File: src/rtl/cache_rr_arbiter.sv
// cache_rr_arbiter: round-robin arbiter sharing one cache back-end/memory
// port between 2**N_REQ_W requesters.
//
// Handshake: a transaction is presented while mem_valid=1. The grant and
// grant_bin outputs stay frozen until the cycle where mem_ready=1. That
// cycle is the completion cycle, and ack[owner] pulses combinationally
// during it. mem_ready is ignored while no transaction is presented.
//
// Optional feature macro: CACHE_ARB_BACK2BACK_EN.
//   defined   - a completing transaction re-arbitrates in the same cycle,
//               so back-to-back grants have no bubble.
//   undefined - one IDLE cycle follows every completed transaction.
module cache_rr_arbiter #(
  parameter int  N_REQ_W = 2,
  localparam int N       = 2 ** N_REQ_W
) (
  input  logic               clk,
  input  logic               reset_n,
  input  logic [N-1:0]       req,
  input  logic               mem_ready,
  output logic               mem_valid,
  output logic [N-1:0]       grant,
  output logic [N_REQ_W-1:0] grant_bin,
  output logic [N-1:0]       ack
);

  typedef enum logic {
    IDLE = 1'b0,
    BUSY = 1'b1
  } state_t;

  // The FSM state is kept as a named signal so checkers can bind to it.
  state_t               state;
  state_t               state_next;
  logic [N_REQ_W-1:0]   ptr;
  logic [N_REQ_W-1:0]   ptr_next;
  logic [N-1:0]         grant_next;
  logic [N_REQ_W-1:0]   grant_bin_next;

  // The scan base is the priority pointer while idle. While busy it is
  // owner+1, which the back-to-back mode uses, so the owner scans last.
  logic [N_REQ_W-1:0]   pick_base;
  logic                 pick_found;
  logic [N_REQ_W-1:0]   pick_idx;

  // This function returns the first set request, scanning from base
  // upward and wrapping modulo N.
  function automatic logic [N_REQ_W:0] rr_pick(input logic [N-1:0]       r,
                                               input logic [N_REQ_W-1:0] base);
    logic               found;
    logic [N_REQ_W-1:0] idx;
    logic [N_REQ_W-1:0] win;
    found = 1'b0;
    win   = '0;
    for (int i = 0; i < N; i++) begin
      idx = base + N_REQ_W'(i);
      if (!found && r[idx]) begin
        found = 1'b1;
        win   = idx;
      end
    end
    return {found, win};
  endfunction

  // The winner is selected from the current scan base.
  always_comb begin
    pick_base                = (state == BUSY) ? grant_bin + N_REQ_W'(1) : ptr;
    {pick_found, pick_idx}   = rr_pick(req, pick_base);
  end

  // This register holds the state, the frozen grant and the priority
  // pointer. It is cleared asynchronously, so the grant drops at once.
  always_ff @(posedge clk or negedge reset_n) begin
    if (!reset_n) begin
      state     <= IDLE;
      grant     <= '0;
      grant_bin <= '0;
      ptr       <= '0;
    end else begin
      state     <= state_next;
      grant     <= grant_next;
      grant_bin <= grant_bin_next;
      ptr       <= ptr_next;
    end
  end

  // This block holds the next-state logic: arbitrate when idle, and
  // complete on mem_ready when busy.
  always_comb begin
    state_next     = state;
    grant_next     = grant;
    grant_bin_next = grant_bin;
    ptr_next       = ptr;
    case (state)
      IDLE: begin
        if (pick_found) begin
          state_next     = BUSY;
          grant_bin_next = pick_idx;
          grant_next     = N'(1) << pick_idx;
        end
      end
      BUSY: begin
        // The owner's req is not looked at here, so dropping it early
        // does not cancel the transaction.
        if (mem_ready) begin
          ptr_next = grant_bin + N_REQ_W'(1);
`ifdef CACHE_ARB_BACK2BACK_EN
          if (pick_found) begin
            state_next     = BUSY;
            grant_bin_next = pick_idx;
            grant_next     = N'(1) << pick_idx;
          end else begin
            state_next     = IDLE;
            grant_bin_next = '0;
            grant_next     = '0;
          end
`else
          state_next     = IDLE;
          grant_bin_next = '0;
          grant_next     = '0;
`endif
        end
      end
      default: begin
        state_next     = IDLE;
        grant_bin_next = '0;
        grant_next     = '0;
      end
    endcase
  end

  // These are the outputs decoded from state. The grant is zero while
  // idle, so ack is also zero then.
  always_comb begin
    mem_valid = (state == BUSY);
    ack       = grant & {N{mem_ready && (state == BUSY)}};
  end

endmodule
File: config.mk
export PLATFORM = sky130hd
export DESIGN_NAME = cache_rr_arbiter
export DESIGN_NICKNAME = d
export VERILOG_FILES = /design/src/rtl/cache_rr_arbiter.sv
export SDC_FILE = /design/constraint.sdc
export NUM_CORES = 1
export LEC_CHECK = 0
export ABC_CLOCK_PERIOD_IN_PS = 1900
export CAP_MARGIN = 40
export CORE_AREA = 5 5 42 44
export CTS_BUF_LIST = sky130_fd_sc_hd__clkbuf_4
export CTS_CLUSTER_DIAMETER = 80
export DETAILED_ROUTE_END_ITERATION = 8
export DIE_AREA = 0 0 47 49
export PLACE_DENSITY_LB_ADDON = 0.08
export SLEW_MARGIN = 20
export SYNTH_ARGS = -nofsm -noshare
export SYNTH_HDL_FRONTEND = slang
export SYNTH_SLANG_ARGS = --single-unit
File: constraint.sdc
create_clock -name clk -period 1.9 [get_ports clk]
set_input_delay 0.57 -clock clk [delete_from_list [all_inputs] [get_ports clk]]
set_output_delay 0.57 -clock clk [all_outputs]
set_load 0.03 [all_outputs]
==> summary.txt, run 1 <==
Outcome
  – Status: completed

Run
  – MaxCap Viol Count: 0

Power
  – Switching Fraction: 37.84%
  – Switch Pwr: 0.2858 mW
  – PD cells: 848.9 nW/um^2
  – Leakage power: 0.4826 nW
  – Comb pwr share: 42.9%
  – Worst IR Drop VDD: 0.0006274 V
  – Pint: 0.4694 mW
  – Flop pwr share: 35.5%
  – Clock group share of total power: 21.6%

Global routing
  – First-pass GRT wire length: 2677 microns
  – Initial antenna violation count: 0
  – Vias in the first global route: 581
  – Largest net degree at the start of global routing: 17
  – Grt ovf: 0
  – GR Util All Layers: 15.78%

Logic synthesis
  – Mean Syn Cell Area: 9.485 sq um
  – Sequential area share after synthesis: 38.30%
  – Post-Syn Instances: 62
  – Synthesized flop and latch total: 9
  – Syn Nets: 69
  – Synth Flop Type: dfrtp_1
  – Synth cell types: 32
  – Synthesized area: 588.1 sq um
  – Ys async rst share: 100.0%
  – Ys Warns: 0
  – EDFF count, synth: 0

Finish
  – Fin area: 889.6 sq um
  – Share of layout cells above drive strength 1: 33.70%
  – Synthesis-to-layout area growth: 51.28%
  – Final net count: 100
  – N_diodes: 0
  – Util after Layout: 63.48%
  – Final cell count without fillers: 108

Timing
  – Final Hold Viols: 0
  – Worst slew pin tran: 0.3948 ns
  – Fin crit period: 1.856 ns
  – Relative slew slack: 73.68%
  – Final Max Slew Viols: 0
  – Worst clock skew: 0.002990 ns
  – Period Utilization, post-route: 97.71%
  – FMAX: 538.7 MHz
  – Setup-failing EPs final: 0
  – Final worst slack: 0.04355 ns

Min path
  – Hold Crit Class: flop to flop
  – Hold Crit Depth: 2
  – Hold EP: grant[1]
  – HP Start: grant[1]

Floorplan
  – Ports: 18
  – Die area: 2303 sq um
  – CORE AREA: 1401 sq um
  – Row count: 14
  – Die Ht: 49 microns
  – Die W: 47 microns
  – Initial core utilization: 41.96%

Place
  – Dpl hpwl: 1150 microns
  – Count of input and output buffers: 17
  – Place WS: -0.2765 ns
  – Post-Place Cell Area: 833.3 sq um
  – RePlAce Congestion: 0.8387
  – Post-Place Cells: 104

Drt
  – First-pass DRT Iterations: 4
  – DRT iter0 DRCs: 10
  – Final wirelength: 1604 microns
  – Number of remaining DRC errors: 0
  – DR WL/cell: 14.85 microns
  – Vias per inst: 5.685
  – Routed Antenna Nets: 0
  – Via Count: 614

Clocking
  – TritonCTS Buffers: 3
  – Sink Count: 9
  – TritonCTS clock tree: built
  – Clk slew on worst S/H paths: 0.06 ns
  – Max H-tree Level: 1
  – Cts hold-fix bufs: 0
  – Clk_lat worst skew: 0.27 ns
  – Clock root cell: clkbuf_4
  – Maximum clock path buffer count: 2

Worst setup path
  – CP startpoint kind: primary input
  – R2R Path End: grant[2]
  – Flop2flop setup slack: 0.18 ns
  – CP endpoint kind: flop
  – Peak fanout along the critical path: 4
  – Req. time, crit path: 2.06 ns
  – Critical Path Start: req[2]
  – Worst R2R Path Depth: 6
  – RR Startpoint: grant_bin[0]
  – Crit Path Class: primary input to flop
  – Worst Path Arrival: 2.01 ns
==> cell usage after synthesis (2+ instances only) <==
master    instances  area share (%)
inv_1             2             1.3
nand2_1          11             7.0
nor2_1            2             1.3
dfrtp_1           9              38
o21ai_0           3             2.6
a32o_1            2             3.4
nand3b_1          2             2.6
a21boi_1          2             2.6
o21ai_1           2             1.7
and3_1            4             4.3
or2b_1            2             2.6
==> per-stage QoR <==
stage	setup TNS [ns]	hold slack (ns)	total power, mW
after floorplan	0	0.2744	0.4569
after global placement	-1.868	0.4993	0.5859
after detailed placement	-1.927	0.5060	0.5894
after CTS	0	0.5199	0.7483
after global routing	-0.01265	0.5489	0.8063
final	0	0.5209	0.7552
==> placed cells by master (no fill, tap or decap), types with 2 or more instances in the layout <==
master / netlist / final
buf_4: 1 / 15
o21ai_1: 2 / 2
inv_1: 2 / 2
clkbuf_4: 0 / 4
and3_1: 4 / 4
dlygate4sd2_1: 0 / 3
dlymetal6s2s_1: 0 / 5
nand2_1: 11 / 11
dfrtp_1: 9 / 8
nand3b_1: 2 / 2
clkdlybuf4s50_1: 0 / 4
or2b_1: 2 / 2
a21boi_1: 2 / 2
nor2_1: 2 / 2
o21ai_0: 3 / 3
==> kinds of logic (layout without fill, tap and decap cells) <==
| kind of cell | Yosys count | in the layout | share of synthesized area [%] |
|---|---|---|---|
| simple gates | 26 | 26 | 24.26 |
| compound gates | 21 | 21 | 31.91 |
| flops | 9 | 9 | 38.30 |
| buf+inv | 5 | 35 | 4.042 |
| xor+xnor | 1 | 1 | 1.490 |
==> power groups by stage <==
stage	registers (mW)	logic (mW)	clock network, mW
after CTS	0.267	0.317	0.165
after detailed placement	0.270	0.319	0
after floorplan	0.310	0.147	0
final	0.268	0.324	0.163
after global placement	0.270	0.316	0
after global routing	0.275	0.349	0.182
==> registers in the layout, indices dropped and copies added (netlist names) <==
name,flops
ptr,2
grant,4
grant_bin,2
mem_valid,1
==> worst max-delay path by stage <==
stage                     to
detailed placement  grant[2]
global placement    grant[2]
floorplan             ack[0]
finish              grant[2]
global route        grant[2]
CTS                 grant[2]
==> critical path, stage by stage <==
cell	delay, ns
clkdlybuf4s50_1	0.44
buf_4	0.16
o221a_1	0.14
a2111oi_4	0.40
inv_2	0.04
a32o_1	0.26
==> metal layers <==
metal / track usage [%] / up-vias / wire length (microns)
li1: - / 294 / -
met1: 21.49 / 297 / 721
met2: 23.08 / 18 / 763
met3: 2.583 / 5 / 86
met4: 8.295 / 0 / 31
met5: 0 / - / 0
==> what timing repair did <==
action                                  4_1_cts  5_1_grt
pin swaps                                     2        1
endpoints found under the setup margin        6       14
cloned                                        0        0
buffers inserted                              0        0
resized for setup                             3        9
==> area by class of cell <==
type | count | area (sq um)
fill | 130 | 511.7
multi-input combinational | 48 | 355.3
timing repair buffer | 27 | 241.5
sequential | 9 | 226.5
clock buffer | 4 | 30.03
tap | 16 | 20.02
inverter | 4 | 16.27
Power figures use the tool's default switching activity.
==> inputs of run 2 (changes only) <==
- PLACE_DENSITY: default -> 0.87
- PLACE_DENSITY_LB_ADDON: 0.08 -> default
==> run 2 against run 1 <==
Sequential share of layout area decreased by 0.56 points. Routed wire length rose by 6.0%. Clock skew increased by 0.0022 ns. Clock-buffer cell count stayed put. Global-route usage is 1.4 points lower. Register-to-register slack lost 0.08 ns. Cell count increased by 0.93%. Worst hold slack better by 0.0050 ns.
==> summary.txt, run 2 (same netlist as run 1, synthesis figures left out) <==
Finish
  – Share of layout cells above drive strength 1: 32.26% (-1.4 points)
  – N_diodes: 0 (unchanged)
  – Most common cell after layout, fill and taps aside: buf_4
  – Fin area: 904.6 sq um (+1.7%)
  – Synthesis-to-layout area growth: 53.83%
  – Fillers: 115 (-12%)
  – Final cell count without fillers: 109 (+0.93%)
  – Max reg flops: 4 (unchanged)
  – Highest-count cells in the layout ignoring fill and taps: buf_4 (14), nand2_1 (11), dfrtp_1 (9)
  – Area of the multi-input gates: 350.3 sq um (-1.4%)
  – Reg area: 225.2 sq um (-0.55%)
  – Top flop regs: grant x4, grant_bin x2, ptr x2
  – Final net count: 101 (+1.0%)
  – Largest reg by FF count: grant

Timing
  – Final Max Slew Viols: 0 (unchanged)
  – Worst clock skew: 0.005178 ns (+0.002188 ns)
  – Period Utilization, post-route: 96.81% (-0.90 points)
  – Final Hold Viols: 0 (unchanged)
  – Fin crit period: 1.839 ns (-0.01701 ns)
  – FMAX: 543.6 MHz (+0.92%)
  – Worst slew pin tran: 0.3865 ns (-0.008331 ns)
  – Setup-failing EPs final: 0 (unchanged)
  – RSZ-0062 raised after global routing: no
  – Relative slew slack: 74.15% (+0.47 points)

Min path
  – Hold Crit Depth: 2 (unchanged)
  – Hold Crit Class: flop to flop

Run
  – MaxCap Viol Count: 0 (unchanged)

Worst setup path
  – CP cell instances: clkdlybuf4s50_1 -> buf_4 -> nor4_1 -> buf_4 -> nand2_1 -> o21ai_2 -> a22o_2
  – R2R Path End: grant[2]
  – Worst Path Arrival: 2.05 ns (+0.04 ns)
  – Slowest stage delay, CP: 0.42 ns (-0.02 ns)
  – CP endpoint kind: flop
  – Slowest cell on the critical path: clkdlybuf4s50_1
  – Peak fanout along the critical path: 5 (+1)
  – Critical Path End: grant_bin[1]
  – Flop2flop setup slack: 0.10 ns (-0.08 ns)
  – RR Startpoint: grant_bin[0]
  – Worst R2R Path Depth: 6 (unchanged)
  – Most frequent CP cell: buf_4
  – CP startpoint kind: primary input
  – Crit Path Class: primary input to flop
  – Critical Path Start: req[0]
  – Req. time, crit path: 2.11 ns (+0.05 ns)

Global routing
  – GR Util All Layers: 14.37% (-1.4 points)
  – First-pass GRT wire length: 2470 microns (-7.7%)
  – Initial antenna violation count: 0 (unchanged)
  – Grt ovf: 0 (unchanged)
  – Largest net degree at the start of global routing: 16 (-1)
  – Vias in the first global route: 590 (+1.5%)

Floorplan
  – Die Ht: 49 microns (unchanged)
  – Die W: 47 microns (unchanged)
  – Initial core utilization: 41.96% (unchanged)
  – CORE AREA: 1401 sq um (unchanged)
  – Row count: 14 (unchanged)
  – Die area: 2303 sq um (unchanged)
  – Ports: 18 (unchanged)

Power
  – Comb pwr share: 43.9% (+1.0 points)
  – Leakage power: 0.5110 nW (+5.9%)
  – Power Total: 0.7701 mW (+2.0%)
  – Worst IR Drop VDD: 0.0004678 V (-25%)
  – PD cells: 851.3 nW/um^2 (+0.29%)
  – Clock group share of total power: 22.0% (+0.4 points)
  – Flop pwr share: 34.2% (-1.3 points)
  – Switching Fraction: 38.44% (+0.60 points)
  – Switch Pwr: 0.2960 mW (+3.6%)
  – Pint: 0.4741 mW (+1.0%)

Place
  – Post-Place Cells: 104 (unchanged)
  – Count of input and output buffers: 17 (unchanged)
  – Dpl hpwl: 1192 microns (+3.7%)
  – Post-Place Cell Area: 835.8 sq um (+0.30%)
  – RePlAce Congestion: 0.8418 (+0.37%)

Drt
  – Number of remaining DRC errors: 0 (unchanged)
  – DRT iter0 DRCs: 12 (+2)
  – First-pass DRT Iterations: 4 (unchanged)
  – Via Count: 609 (-0.81%)
  – Routed Antenna Nets: 0 (unchanged)
  – DR WL/cell: 15.60 microns (+5.0%)
  – Vias per inst: 5.587 (-1.7%)
  – Final wirelength: 1700 microns (+6.0%)

Clocking
  – TritonCTS clock tree: built
  – Maximum clock path buffer count: 2 (unchanged)
  – Sink Count: 9 (unchanged)
  – Clk slew on worst S/H paths: 0.06 ns (about the same)
  – TritonCTS Buffers: 3 (unchanged)
  – Clk_lat worst skew: 0.27 ns (about the same)
  – Max H-tree Level: 1 (unchanged)
  – Cts hold-fix bufs: 0 (unchanged)
  – Clock root cell: clkbuf_4

Outcome
  – Status: completed
[run 2: cell types whose count changed in the layout (fill, tap and decap cells not counted), sizes merged]
cell	change
clkdlybuf4s50	-2
dlymetal6s2s	+3
[run 2: critical path: cells and delay by family]
kind                   cells  cell delay (ns)
buffers and inverters      3             0.77
AOI/OAI and AO/OA          2             0.31
and+or+nand+nor            2             0.40
[run 2: worst min-delay path by stage]
| stage | from | endpoint |
|---|---|---|
| floorplan | reset_n | grant[0] |
| global placement | grant[1] | grant[1] |
| detailed placement | grant[1] | grant[1] |
| CTS | grant[1] | grant[1] |
| global route | grant[2] | grant[2] |
| finish | grant[1] | grant[1] |
[run 2: layer usage]
metal	up-vias	share of wire, %	track usage (%)
met4	0	1.7	7.373
met5	-	0	0
li1	297	-	-
met1	293	43	18.37
met2	17	49	22.62
met3	2	6.1	1.845
[run 2: final cells by class]
cell class	instances	share of cell area, %
sequential	9	24.90
inverter	4	1.798
tap	16	2.213
clock buffer	4	3.320
multi-input combinational	48	38.73
timing repair buffer	28	29.05
[run 2: metrics by stage]
step	util (%)	setup TNS [ns]	hold WS (ns)	setup WS, ns
after floorplan	-	0	0.2744	0.2398
after global placement	59.64	-1.579	0.5052	-0.2441
after detailed placement	59.64	-1.812	0.5029	-0.2802
after CTS	61.52	0	0.5254	0.0006984
after global routing	64.55	0	0.5434	0.01381
final	64.55	0	0.5260	0.06056
[run 2: repair_timing]
item / 4_1_cts / 5_1_grt
endpoints found under the hold margin: 0 / 0
resized for setup: 3 / 11
buffers inserted: 0 / 1
setup endpoints to repair: 6 / 10
pin swaps: 0 / 3
gates cloned: 0 / 0
[run 2: power groups by stage]
stage,clock [mW],sequential (mW),combinational [mW]
after floorplan,0,0.310,0.147
after global placement,0,0.263,0.320
after detailed placement,0,0.265,0.326
after CTS,0.170,0.261,0.325
after global routing,0.179,0.268,0.362
final,0.169,0.263,0.338
==> inputs of run 3 (changes only) <==
- DONT_BUFFER_PORTS: default -> 1
- PLACE_DENSITY: 0.87 -> 0.7
==> run 3 against run 2 <==
Total power fell by 11%. Worst hold slack better by 0.0021 ns. Cell count fell by 17%. Combinational power shrank 30%. Critical path depth down 6. Sequential power is 8.4% higher. Register-to-register slack better by 0.19 ns. Via count fell by 13%. Critical endpoint is now ack[1].
==> summary.txt, run 3 (same netlist as run 1, synthesis figures left out) <==
Floorplan
  – Row count: 14 (unchanged)
  – Die area: 2303 sq um (unchanged)
  – Initial core utilization: 41.96% (unchanged)
  – Ports: 18 (unchanged)
  – CORE AREA: 1401 sq um (unchanged)
  – Die Ht: 49 microns (unchanged)
  – Die W: 47 microns (unchanged)

Clocking
  – Clock root cell: clkbuf_4
  – Post CTS Setup Buffer Count: 0 (unchanged)
  – Maximum clock path buffer count: 2 (unchanged)
  – Sink Count: 9 (unchanged)
  – Clk_lat worst skew: 0.26 ns (about the same)
  – Clk slew on worst S/H paths: 0.06 ns (about the same)
  – TritonCTS Buffers: 3 (unchanged)
  – Max H-tree Level: 1 (unchanged)
  – TritonCTS clock tree: built

Place
  – Count of input and output buffers: 0 (-17)
  – Post-Place Cell Area: 653.1 sq um (-22%)
  – Place WS: 0.1630 ns (+0.4432 ns)
  – Dpl hpwl: 1034 microns (-13%)
  – Post-Place Cells: 84 (-19%)
  – RePlAce Congestion: 0.8265 (-1.8%)

Timing
  – Period Utilization, post-route: 92.70% (-4.1 points)
  – Final Max Slew Viols: 0 (unchanged)
  – Setup-failing EPs final: 0 (unchanged)
  – RSZ-0062 raised after global routing: no
  – Relative slew slack: 74.25% (+0.10 points)
  – Worst slew pin tran: 0.3862 ns (-0.0003154 ns)
  – Final worst slack: 0.1386 ns (+0.07804 ns)
  – Setup tns final: 0 ns (unchanged)
  – Final Hold Viols: 0 (unchanged)
  – Worst clock skew: 0.01018 ns (+0.005005 ns)
  – Fin crit period: 1.761 ns (-0.07804 ns)
  – FMAX: 567.7 MHz (+4.4%)
  – Final hold slack: 0.5280 ns (+0.002060 ns)

Drt
  – Routed Antenna Nets: 0 (unchanged)
  – Via Count: 527 (-13%)
  – Final wirelength: 1411 microns (-17%)
  – DR WL/cell: 15.68 microns (+0.52%)
  – First-pass DRT Iterations: 4 (unchanged)
  – Vias per inst: 5.856 (+4.8%)
  – DRT iter0 DRCs: 8 (-4)
  – Number of remaining DRC errors: 0 (unchanged)

Finish
  – Util after Layout: 50.27% (-14 points)
  – Final net count: 82 (-19%)
  – Highest-count cells in the layout ignoring fill and taps: nand2_1 (11), dfrtp_1 (8), buf_4 (7)
  – Largest reg by FF count: grant
  – Top flop regs: grant x4, grant_bin x2, ptr x2
  – Fillers: 137 (+19%)
  – Share of layout cells above drive strength 1: 28.38% (-3.9 points)
  – Fin area: 704.4 sq um (-22%)
  – Most common cell after layout, fill and taps aside: nand2_1
  – Synthesis-to-layout area growth: 19.79%
  – Final cell count without fillers: 90 (-17%)
  – Max reg flops: 4 (unchanged)
  – N_diodes: 0 (unchanged)

Worst setup path
  – Delay-heaviest family, CP: flip-flops
  – CP startpoint kind: flop
  – Crit Path Class: flop to output port
  – Req. time, crit path: 1.33 ns (-0.78 ns)
  – Worst Path Arrival: 1.19 ns (-0.86 ns)
  – Buf+Inv Stages, Crit Path: 0 (-3)
  – Peak fanout along the critical path: 3 (-2)
  – CP cell instances: and3_1
  – Slowest cell on the critical path: dfrtp_1
  – Slowest stage delay, CP: 0.53 ns (+0.11 ns)
  – CP endpoint kind: output port

Global routing
  – Initial antenna violation count: 0 (unchanged)
  – Largest net degree at the start of global routing: 17 (+1)
  – First-pass GRT wire length: 2304 microns (-6.7%)
  – GR Util All Layers: 14.05% (-0.31 points)
  – Grt ovf: 0 (unchanged)
  – Vias in the first global route: 500 (-15%)

Power
  – Worst IR Drop VDD: 0.0004017 V (-14%)
  – PD cells: 968.0 nW/um^2 (+14%)
  – Leakage power: 0.3130 nW (-39%)
  – Power Total: 0.6819 mW (-11%)

Min path
  – Hold Crit Class: primary input to flop

Outcome
  – Status: completed

Run
  – MaxCap Viol Count: 0 (unchanged)
run 3: cell count changes in the layout (fill, tap and decap cells not counted), sizes merged:
cell,before,now
buf,15,7
dlymetal6s2s,8,0
dlygate4sd3,0,2
dlygate4sd2,3,0
clkdlybuf4s50,2,0
run 3: path summary, 6_finish.rpt:
kind	slack, ns	endpoint	cells past startpoint	startpoint
max	0.14	ack[1]	1	grant[1]
min	0.53	grant[1]	3	mem_ready
max reg2reg	0.29	grant[2]	5	grant_bin[0]
min reg2reg	0.60	ptr[0]	2	ptr[0]
max in group asynchronous	1.09	mem_valid	1	reset_n
min in group asynchronous	0.59	grant[1]	1	reset_n
run 3: where the power goes:
part           internal (mW)  leakage, nW  switching (mW)  total (mW)
sequential             0.225        0.114          0.0600       0.285
combinational          0.105        0.180           0.132       0.237
clock                 0.0950       0.0184          0.0651       0.160
run 3: repair_timing:
action                                 in CTS  in global routing
endpoints found under the hold margin       4                  5
setup endpoints to repair                   0                  4
gates resized for setup                     0                  1
hold buffers                                1                  1
run 3: metal layers:
metal / up-vias / track usage (%) / wire, microns
li1: 258 / - / -
met1: 247 / 20.27 / 645
met2: 18 / 17.65 / 637
met3: 4 / 4.428 / 95
met4: 0 / 8.295 / 33
met5: - / 0 / 0
run 3: final cells by class:
class	instances	area (sq um)	area share (%)
repair buffers	9	72.57	10.30
clock buffers	4	30.03	4.263
well taps	16	20.02	2.842
multi-input cells	48	339.1	48.13
inverters	4	16.27	2.309
flip-flops and latches	9	226.5	32.15
